**config.mk**
```make
export PLATFORM = sky130hd
export DESIGN_NAME = countdown_tick_ctrl
export DESIGN_NICKNAME = d
export VERILOG_FILES = /design/src/rtl/countdown_tick_ctrl_pkg.sv /design/src/rtl/countdown_tick_ctrl_tick_prescaler.sv /design/src/rtl/countdown_tick_ctrl.sv
export SDC_FILE = /design/constraint.sdc
export NUM_CORES = 1
export LEC_CHECK = 0
export CORE_MARGIN = 2
export CORE_UTILIZATION = 58
export DETAILED_ROUTE_END_ITERATION = 10
export PLACE_DENSITY = 0.78
export SYNTH_ARGS = -nofsm -noshare
export SYNTH_HDL_FRONTEND = slang
export SYNTH_SLANG_ARGS = --single-unit
```
**constraint.sdc**
```tcl
create_clock -name clk -period 2.6 [get_ports clk]
set_clock_uncertainty 0.2 [all_clocks]
set_input_delay 0.26 -clock clk [delete_from_list [all_inputs] [get_ports clk]]
set_output_delay 0.26 -clock clk [all_outputs]
set_load 0.005 [all_outputs]
```
**src/rtl/countdown_tick_ctrl_pkg.sv**
```systemverilog
// Shared definitions for the digit-timer tick controller: state encoding and
// default prescaler sizing for a 50 MHz board clock with a 1 s tick.
package countdown_tick_ctrl_pkg;

  typedef enum logic [2:0] {
    ST_IDLE    = 3'd0,
    ST_LOAD    = 3'd1,
    ST_RUN     = 3'd2,
    ST_PAUSE   = 3'd3,
    ST_EXPIRED = 3'd4
  } state_t;

  localparam int unsigned DEF_TICK_DIV = 50_000_000;
  localparam int unsigned DEF_TICK_W   = 26;

endpackage

```
**src/rtl/countdown_tick_ctrl_tick_prescaler.sv**
```systemverilog
// Modulo-TICK_DIV counter. wrap_o is high on the enabled cycle where the count
// reads TICK_DIV-1, i.e. the edge on which it returns to zero.
module tick_prescaler #(
  parameter int unsigned TICK_DIV = 50_000_000,
  parameter int unsigned TICK_W   = 26
) (
  input  logic clk_i,
  input  logic rst_ni,
  input  logic en_i,
  input  logic clr_i,
  output logic wrap_o
);

  localparam logic [TICK_W-1:0] CNT_LAST = TICK_W'(TICK_DIV - 1);

  logic [TICK_W-1:0] cnt_q, cnt_d;

  assign wrap_o = en_i && (cnt_q == CNT_LAST);

  always_comb begin
    cnt_d = cnt_q;
    if (clr_i) begin
      cnt_d = '0;
    end else if (en_i) begin
      cnt_d = (cnt_q == CNT_LAST) ? '0 : cnt_q + TICK_W'(1);
    end
  end

  always_ff @(posedge clk_i or negedge rst_ni) begin
    if (!rst_ni) begin
      cnt_q <= '0;
    end else begin
      cnt_q <= cnt_d;
    end
  end

endmodule

```
**src/rtl/countdown_tick_ctrl.sv**
```systemverilog
// Initiator of the digit-timer borrow chain: paces borrow pulses to digit 0,
// issues the digit load pulse and detects the all-zero (timeout) condition.
module countdown_tick_ctrl
  import countdown_tick_ctrl_pkg::*;
#(
  parameter int unsigned TICK_DIV  = DEF_TICK_DIV,
  parameter int unsigned TICK_W    = DEF_TICK_W,
  parameter int unsigned PULSE_CYC = 1,
  parameter int unsigned LOAD_CYC  = 2
) (
  input  logic   clk,
  input  logic   rst,
  input  logic   start,
  input  logic   stop,
  input  logic   reload,
  input  logic   chain_zero,
  output logic   borrow_req,
  output logic   load_digits,
  output logic   running,
  output logic   paused,
  output logic   timeout,
  output state_t state_dbg
);

  localparam logic [1:0] PULSE_LAST = 2'(PULSE_CYC - 1);
  localparam logic [1:0] LOAD_LAST  = 2'(LOAD_CYC - 1);

  state_t     state_q, state_d;
  logic [1:0] load_cnt_q, load_cnt_d;
  logic       borrow_q, borrow_d;
  logic [1:0] pulse_cnt_q, pulse_cnt_d;
  logic       cz_meta_q, cz_s_q;
  logic       tick_wrap;

  // chain_zero comes from the ripple chain with no clock relationship.
  always_ff @(posedge clk or negedge rst) begin
    if (!rst) begin
      cz_meta_q <= 1'b0;
      cz_s_q    <= 1'b0;
    end else begin
      cz_meta_q <= chain_zero;
      cz_s_q    <= cz_meta_q;
    end
  end

  tick_prescaler #(
    .TICK_DIV (TICK_DIV),
    .TICK_W   (TICK_W)
  ) u_prescaler (
    .clk_i  (clk),
    .rst_ni (rst),
    .en_i   (state_q == ST_RUN),
    .clr_i  (state_q == ST_LOAD),
    .wrap_o (tick_wrap)
  );

  // Priority reload > stop > start; a reload inside LOAD restarts its width.
  always_comb begin
    state_d    = state_q;
    load_cnt_d = load_cnt_q;
    case (state_q)
      ST_IDLE: begin
        if (reload) begin
          state_d    = ST_LOAD;
          load_cnt_d = LOAD_LAST;
        end else if (start) begin
          state_d = cz_s_q ? ST_EXPIRED : ST_RUN;
        end
      end
      ST_LOAD: begin
        if (reload) begin
          load_cnt_d = LOAD_LAST;
        end else if (load_cnt_q == 2'd0) begin
          state_d = ST_IDLE;
        end else begin
          load_cnt_d = load_cnt_q - 2'd1;
        end
      end
      ST_RUN: begin
        if (reload) begin
          state_d    = ST_LOAD;
          load_cnt_d = LOAD_LAST;
        end else if (stop) begin
          state_d = ST_PAUSE;
        end else if (cz_s_q) begin
          state_d = ST_EXPIRED;
        end
      end
      ST_PAUSE: begin
        if (reload) begin
          state_d    = ST_LOAD;
          load_cnt_d = LOAD_LAST;
        end else if (start) begin
          state_d = ST_RUN;
        end
      end
      ST_EXPIRED: begin
        if (reload) begin
          state_d    = ST_LOAD;
          load_cnt_d = LOAD_LAST;
        end
      end
      default: begin
        state_d    = ST_IDLE;
        load_cnt_d = 2'd0;
      end
    endcase
  end

  // A started pulse runs its full width unless reload cuts it.
  always_comb begin
    borrow_d    = borrow_q;
    pulse_cnt_d = pulse_cnt_q;
    if (reload) begin
      borrow_d    = 1'b0;
      pulse_cnt_d = 2'd0;
    end else if (tick_wrap && !cz_s_q) begin
      borrow_d    = 1'b1;
      pulse_cnt_d = PULSE_LAST;
    end else if (borrow_q) begin
      if (pulse_cnt_q == 2'd0) begin
        borrow_d = 1'b0;
      end else begin
        pulse_cnt_d = pulse_cnt_q - 2'd1;
      end
    end
  end

  always_ff @(posedge clk or negedge rst) begin
    if (!rst) begin
      state_q     <= ST_IDLE;
      load_cnt_q  <= 2'd0;
      borrow_q    <= 1'b0;
      pulse_cnt_q <= 2'd0;
    end else begin
      state_q     <= state_d;
      load_cnt_q  <= load_cnt_d;
      borrow_q    <= borrow_d;
      pulse_cnt_q <= pulse_cnt_d;
    end
  end

  assign borrow_req  = borrow_q;
  assign load_digits = (state_q == ST_LOAD);
  assign running     = (state_q == ST_RUN);
  assign paused      = (state_q == ST_PAUSE);
  assign timeout     = (state_q == ST_EXPIRED);
  assign state_dbg   = state_q;

endmodule

```
==> results.rst <==
.. list-table::
   :header-rows: 1

   * - Metric
     - Value
   * - Reg2reg setup slack
     - roughly 0.25 ns
   * - Slew at the pin with the worst max-slew slack
     - 0.799 ns
   * - Highest fanout seen on the critical path
     - 11
   * - Combinational family with the most area after synthesis
     - simple AND/OR/NAND/NOR gates
   * - CTS Sinks
     - 36
   * - Warnings from Yosys
     - 0
   * - Drt drc
     - 0
   * - Global routing usage on met1
     - 0.403
   * - Clock share of power
     - 0.225
   * - Violation count after the first detailed-routing iteration
     - 262
   * - CP cell instances
     - nand2b_1, nor2_1, clkdlybuf4s50_1
   * - Row Count
     - 21
   * - Detailed-router iteration count before antenna repair
     - 5
   * - Library cell used as clock root buffer
     - clkbuf_4
   * - Run status
     - completed
   * - Commonest register cell after synthesis
     - dfrtp_1
   * - XOR/XNOR Fraction of Synth Area
     - 0.00824
   * - Count of distinct cell types in the synthesized netlist
     - between 40 and 50
   * - Net count after synthesis
     - 248
   * - Starting density of the core
     - 0.622
   * - Critical path depth in cells
     - 3
   * - Commonest non-fill, non-tap cell in the layout
     - dfrtp_1
   * - Synth Area in Adders
     - 0.0177
   * - Area occupied by multi-input gates
     - 1130 um2
   * - Total power after layout
     - 1.43 mW
   * - Top post-synthesis cells by area
     - dfrtp_1, a31oi_1, nand2_1
   * - Total Die Area
     - between 4000 and 5000 um2
   * - Critical Path RT
     - roughly 2.1 ns
   * - Switching power as a share of total power
     - 0.359
   * - Mapped Area
     - between 2000 and 2500 um2
   * - Static Leak
     - 0.992 nW
   * - Combinational share of power
     - 0.342
   * - Sort of element at the start of the critical path
     - flop
   * - Portion of total power attributed to sequential cells
     - 0.432
   * - TritonCTS clock tree
     - done
   * - Met2 demand-to-capacity share in global routing
     - 0.388
   * - Synthesized netlist cell count
     - 239
   * - Highest attainable clock frequency
     - 416 MHz
   * - Area fraction in compound gates after synthesis
     - 0.226
   * - Worst setup startpoint
     - state_dbg[0]
   * - Fraction of final layout cells sized beyond drive strength 1
     - 0.100
   * - Per-instance average area after synthesis
     - ~8.9 um2
   * - Count of input and output buffers
     - 13
   * - # nets final
     - 267
   * - Chip height
     - approximately 65 um
   * - CP Data Arrival Time
     - 1.95 ns
   * - Layout area overhead
     - 11.7%
   * - Power per unit of standard cell area
     - 600 nW/um2
   * - Total wire length
     - 4900 um
   * - Detailed-placement wirelength estimate
     - 3290 um
   * - Die span in x
     - 64.5 um
   * - Routed wire length per instance
     - 16.0 um
   * - Number of buffer and inverter stages on the critical path
     - 1
   * - Flip-flop and latch count after synthesis
     - 36
   * - Cell taking the most area after synthesis
     - dfrtp_1
   * - Asr flop ratio synth
     - 1.00
   * - Cell family with the largest share of critical-path delay
     - buffers and inverters
   * - Fill cell total of the finished layout
     - ~300
   * - Aggregate negative setup slack
     - 0 ns
   * - P_int
     - around 910 uW
   * - Clk Latency, worst-skew pair
     - 0.35 ns
   * - Number of gates given a new drive strength after cts
     - 0
   * - GRT Residual Overflow
     - 0
   * - Area taken by flip-flops and latches
     - 901 um2
   * - Max-slew violation count
     - 0
   * - Register clock-pin slew on the reported worst setup and hold paths
     - about 0.11 ns
   * - Remaining max-slew budget at the tightest pin
     - 0.467
   * - Net Switching
     - 512 uW
   * - Worst path max stage delay
     - ~0.57 ns
   * - Post-synthesis simple-gate area fraction
     - 0.270
   * - Number of levels in the clock H-tree
     - 2
   * - Wire length of the first global-routing pass
     - 8780 um
   * - Grt peak-use layer
     - met1
   * - Final weighted congestion in routability-driven placement
     - 0.863
   * - Reg2reg start
     - u_prescaler.cnt_q[0]
   * - Capturing point of the worst reg2reg path
     - u_prescaler.cnt_q[24]
   * - Largest net degree at the start of global routing
     - 37
   * - Vias in the first global route
     - 1845
   * - Type of the worst min-delay path
     - in2reg
   * - Number of buffers created by CTS
     - 5
   * - Antenna violations before repair
     - 0
   * - Sort of element at the end of the critical path
     - output port
   * - Avg Vias per Cell
     - 6.44
   * - Total number of vias
     - 1963
   * - Leading cell types in the layout, fill and taps excluded
     - dfrtp_1, nand2_1, a21oi_1
   * - Core Area
     - about 3400 um2
   * - Proportion of synthesized area in mux cells
     - 0.00942
   * - R2R depth
     - 6
   * - Critical path destination
     - load_digits
   * - Maximum ir drop on the vdd rail
     - 0.000406 V
   * - Final period util
     - 0.925
   * - Slowest-stage cell, CP
     - clkdlybuf4s50_1
   * - Global routing usage on met3
     - 0.0625
   * - Count of boundary I/O pins
     - 14
   * - Number of buffers on the longest clock path
     - 2
   * - Final setup violating endpoints
     - 0
   * - Number of enable-type register cells in the synthesized netlist
     - 0
   * - Sequential cell area fraction in the yosys report
     - 0.424
   * - Overall global routing resource usage
     - 0.274
   * - Hold Fails Final Rpt
     - 0
   * - Max-cap violation count
     - 0
   * - Share of the synthesized area in the top cell type
     - 0.424
   * - Number of antenna-violating nets in the routed design
     - 0
   * - Type of the worst setup path
     - reg2out
   * - Diodes inserted
     - 0
   * - Time the worst path needs with I/O delays and setup
     - ~2.4 ns
   * - Setup repair after global routing missed its margin
     - false
## cell type report
cell class	instances	area share
clock buffers	6	0.0216
clock inverters	2	0.00422
inverters	10	0.0158
multi-input cells	184	0.475
flip-flops and latches	36	0.380
well taps	46	0.0242
repair buffers	21	0.0791
## registers in the layout (all words and copies together), names as in the netlist
signal             cells
u_prescaler.cnt_q     26
cz_s_q                 1
pulse_cnt_q            2
state_dbg              3
load_cnt_q             2
borrow_req             1
cz_meta_q              1
## routing by layer
metal / vias to the layer above / part of all wire
li1: 939 / -
met1: 920 / 0.46
met2: 90 / 0.44
met3: 14 / 0.080
met4: 0 / 0.021
met5: - / 0
## power by group through the flow
stage | Clock (mW) | Sequential (mW) | Combinational [mW]
final | 0.321 | 0.616 | 0.488
after global routing | 0.355 | 0.621 | 0.539
after CTS | 0.328 | 0.615 | 0.480
after detailed placement | 0 | 0.626 | 0.477
after global placement | 0 | 0.625 | 0.468
after floorplan | 0 | 0.611 | 0.334
## cells in the mapped netlist (all sizes together), types with 2 or more instances
| master | instances |
|---|---|
| a2111oi | 2 |
| a21oi | 22 |
| a31oi | 18 |
| a41oi | 3 |
| and3 | 7 |
| and4 | 3 |
| buf | 4 |
| clkbuf | 5 |
| dfrtp | 36 |
| ha | 3 |
| inv | 9 |
| mux2i | 2 |
| nand2 | 27 |
| nand2b | 5 |
| nand3 | 10 |
| nand4 | 7 |
| nor2 | 15 |
| nor3 | 7 |
| nor3b | 4 |
| nor4 | 6 |
| o21a | 2 |
| o21ai | 18 |
| o32a | 2 |
| or2b | 4 |
| or4 | 3 |
| xnor2 | 2 |
## worst min path at each step
stage / start / endpoint / depth (start not counted)
floorplan: rst / borrow_req / 0
global placement: cz_meta_q / cz_s_q / 0
detailed placement: cz_meta_q / cz_s_q / 0
CTS: chain_zero / cz_meta_q / 1
global route: chain_zero / cz_meta_q / 1
finish: chain_zero / cz_meta_q / 1
## cells by family (layout without fill, tap and decap cells)
kind of cell,count (synthesis),in the layout
simple gates,101,101
compound gates,76,76
flops,36,36
buf+inv,19,39
fa+ha+maj,3,3
xor+xnor,2,2
mux,2,2
## per-stage QoR
| step | hold WS, ns | instance area [um2] | cells | setup slack (ns) | utilization |
|---|---|---|---|---|---|
| after detailed placement | 0.140 | 2300 | 296 | 0.276 | 0.674 |
| final | 0.138 | 2370 | 305 | 0.194 | 0.695 |
| after global routing | 0.137 | 2370 | 305 | 0.0607 | 0.695 |
| after CTS | 0.134 | 2370 | 305 | 0.167 | 0.695 |
| after floorplan | -0.236 | 2120 | 239 | 0.444 | - |
| after global placement | 0.137 | 2300 | 296 | 0.312 | 0.674 |
## timing repair
action,4_1_cts,5_1_grt
buffers inserted,0,0
hold buffers,1,0
endpoints found under the hold margin,36,0
(Power assumes the default switching activity.)
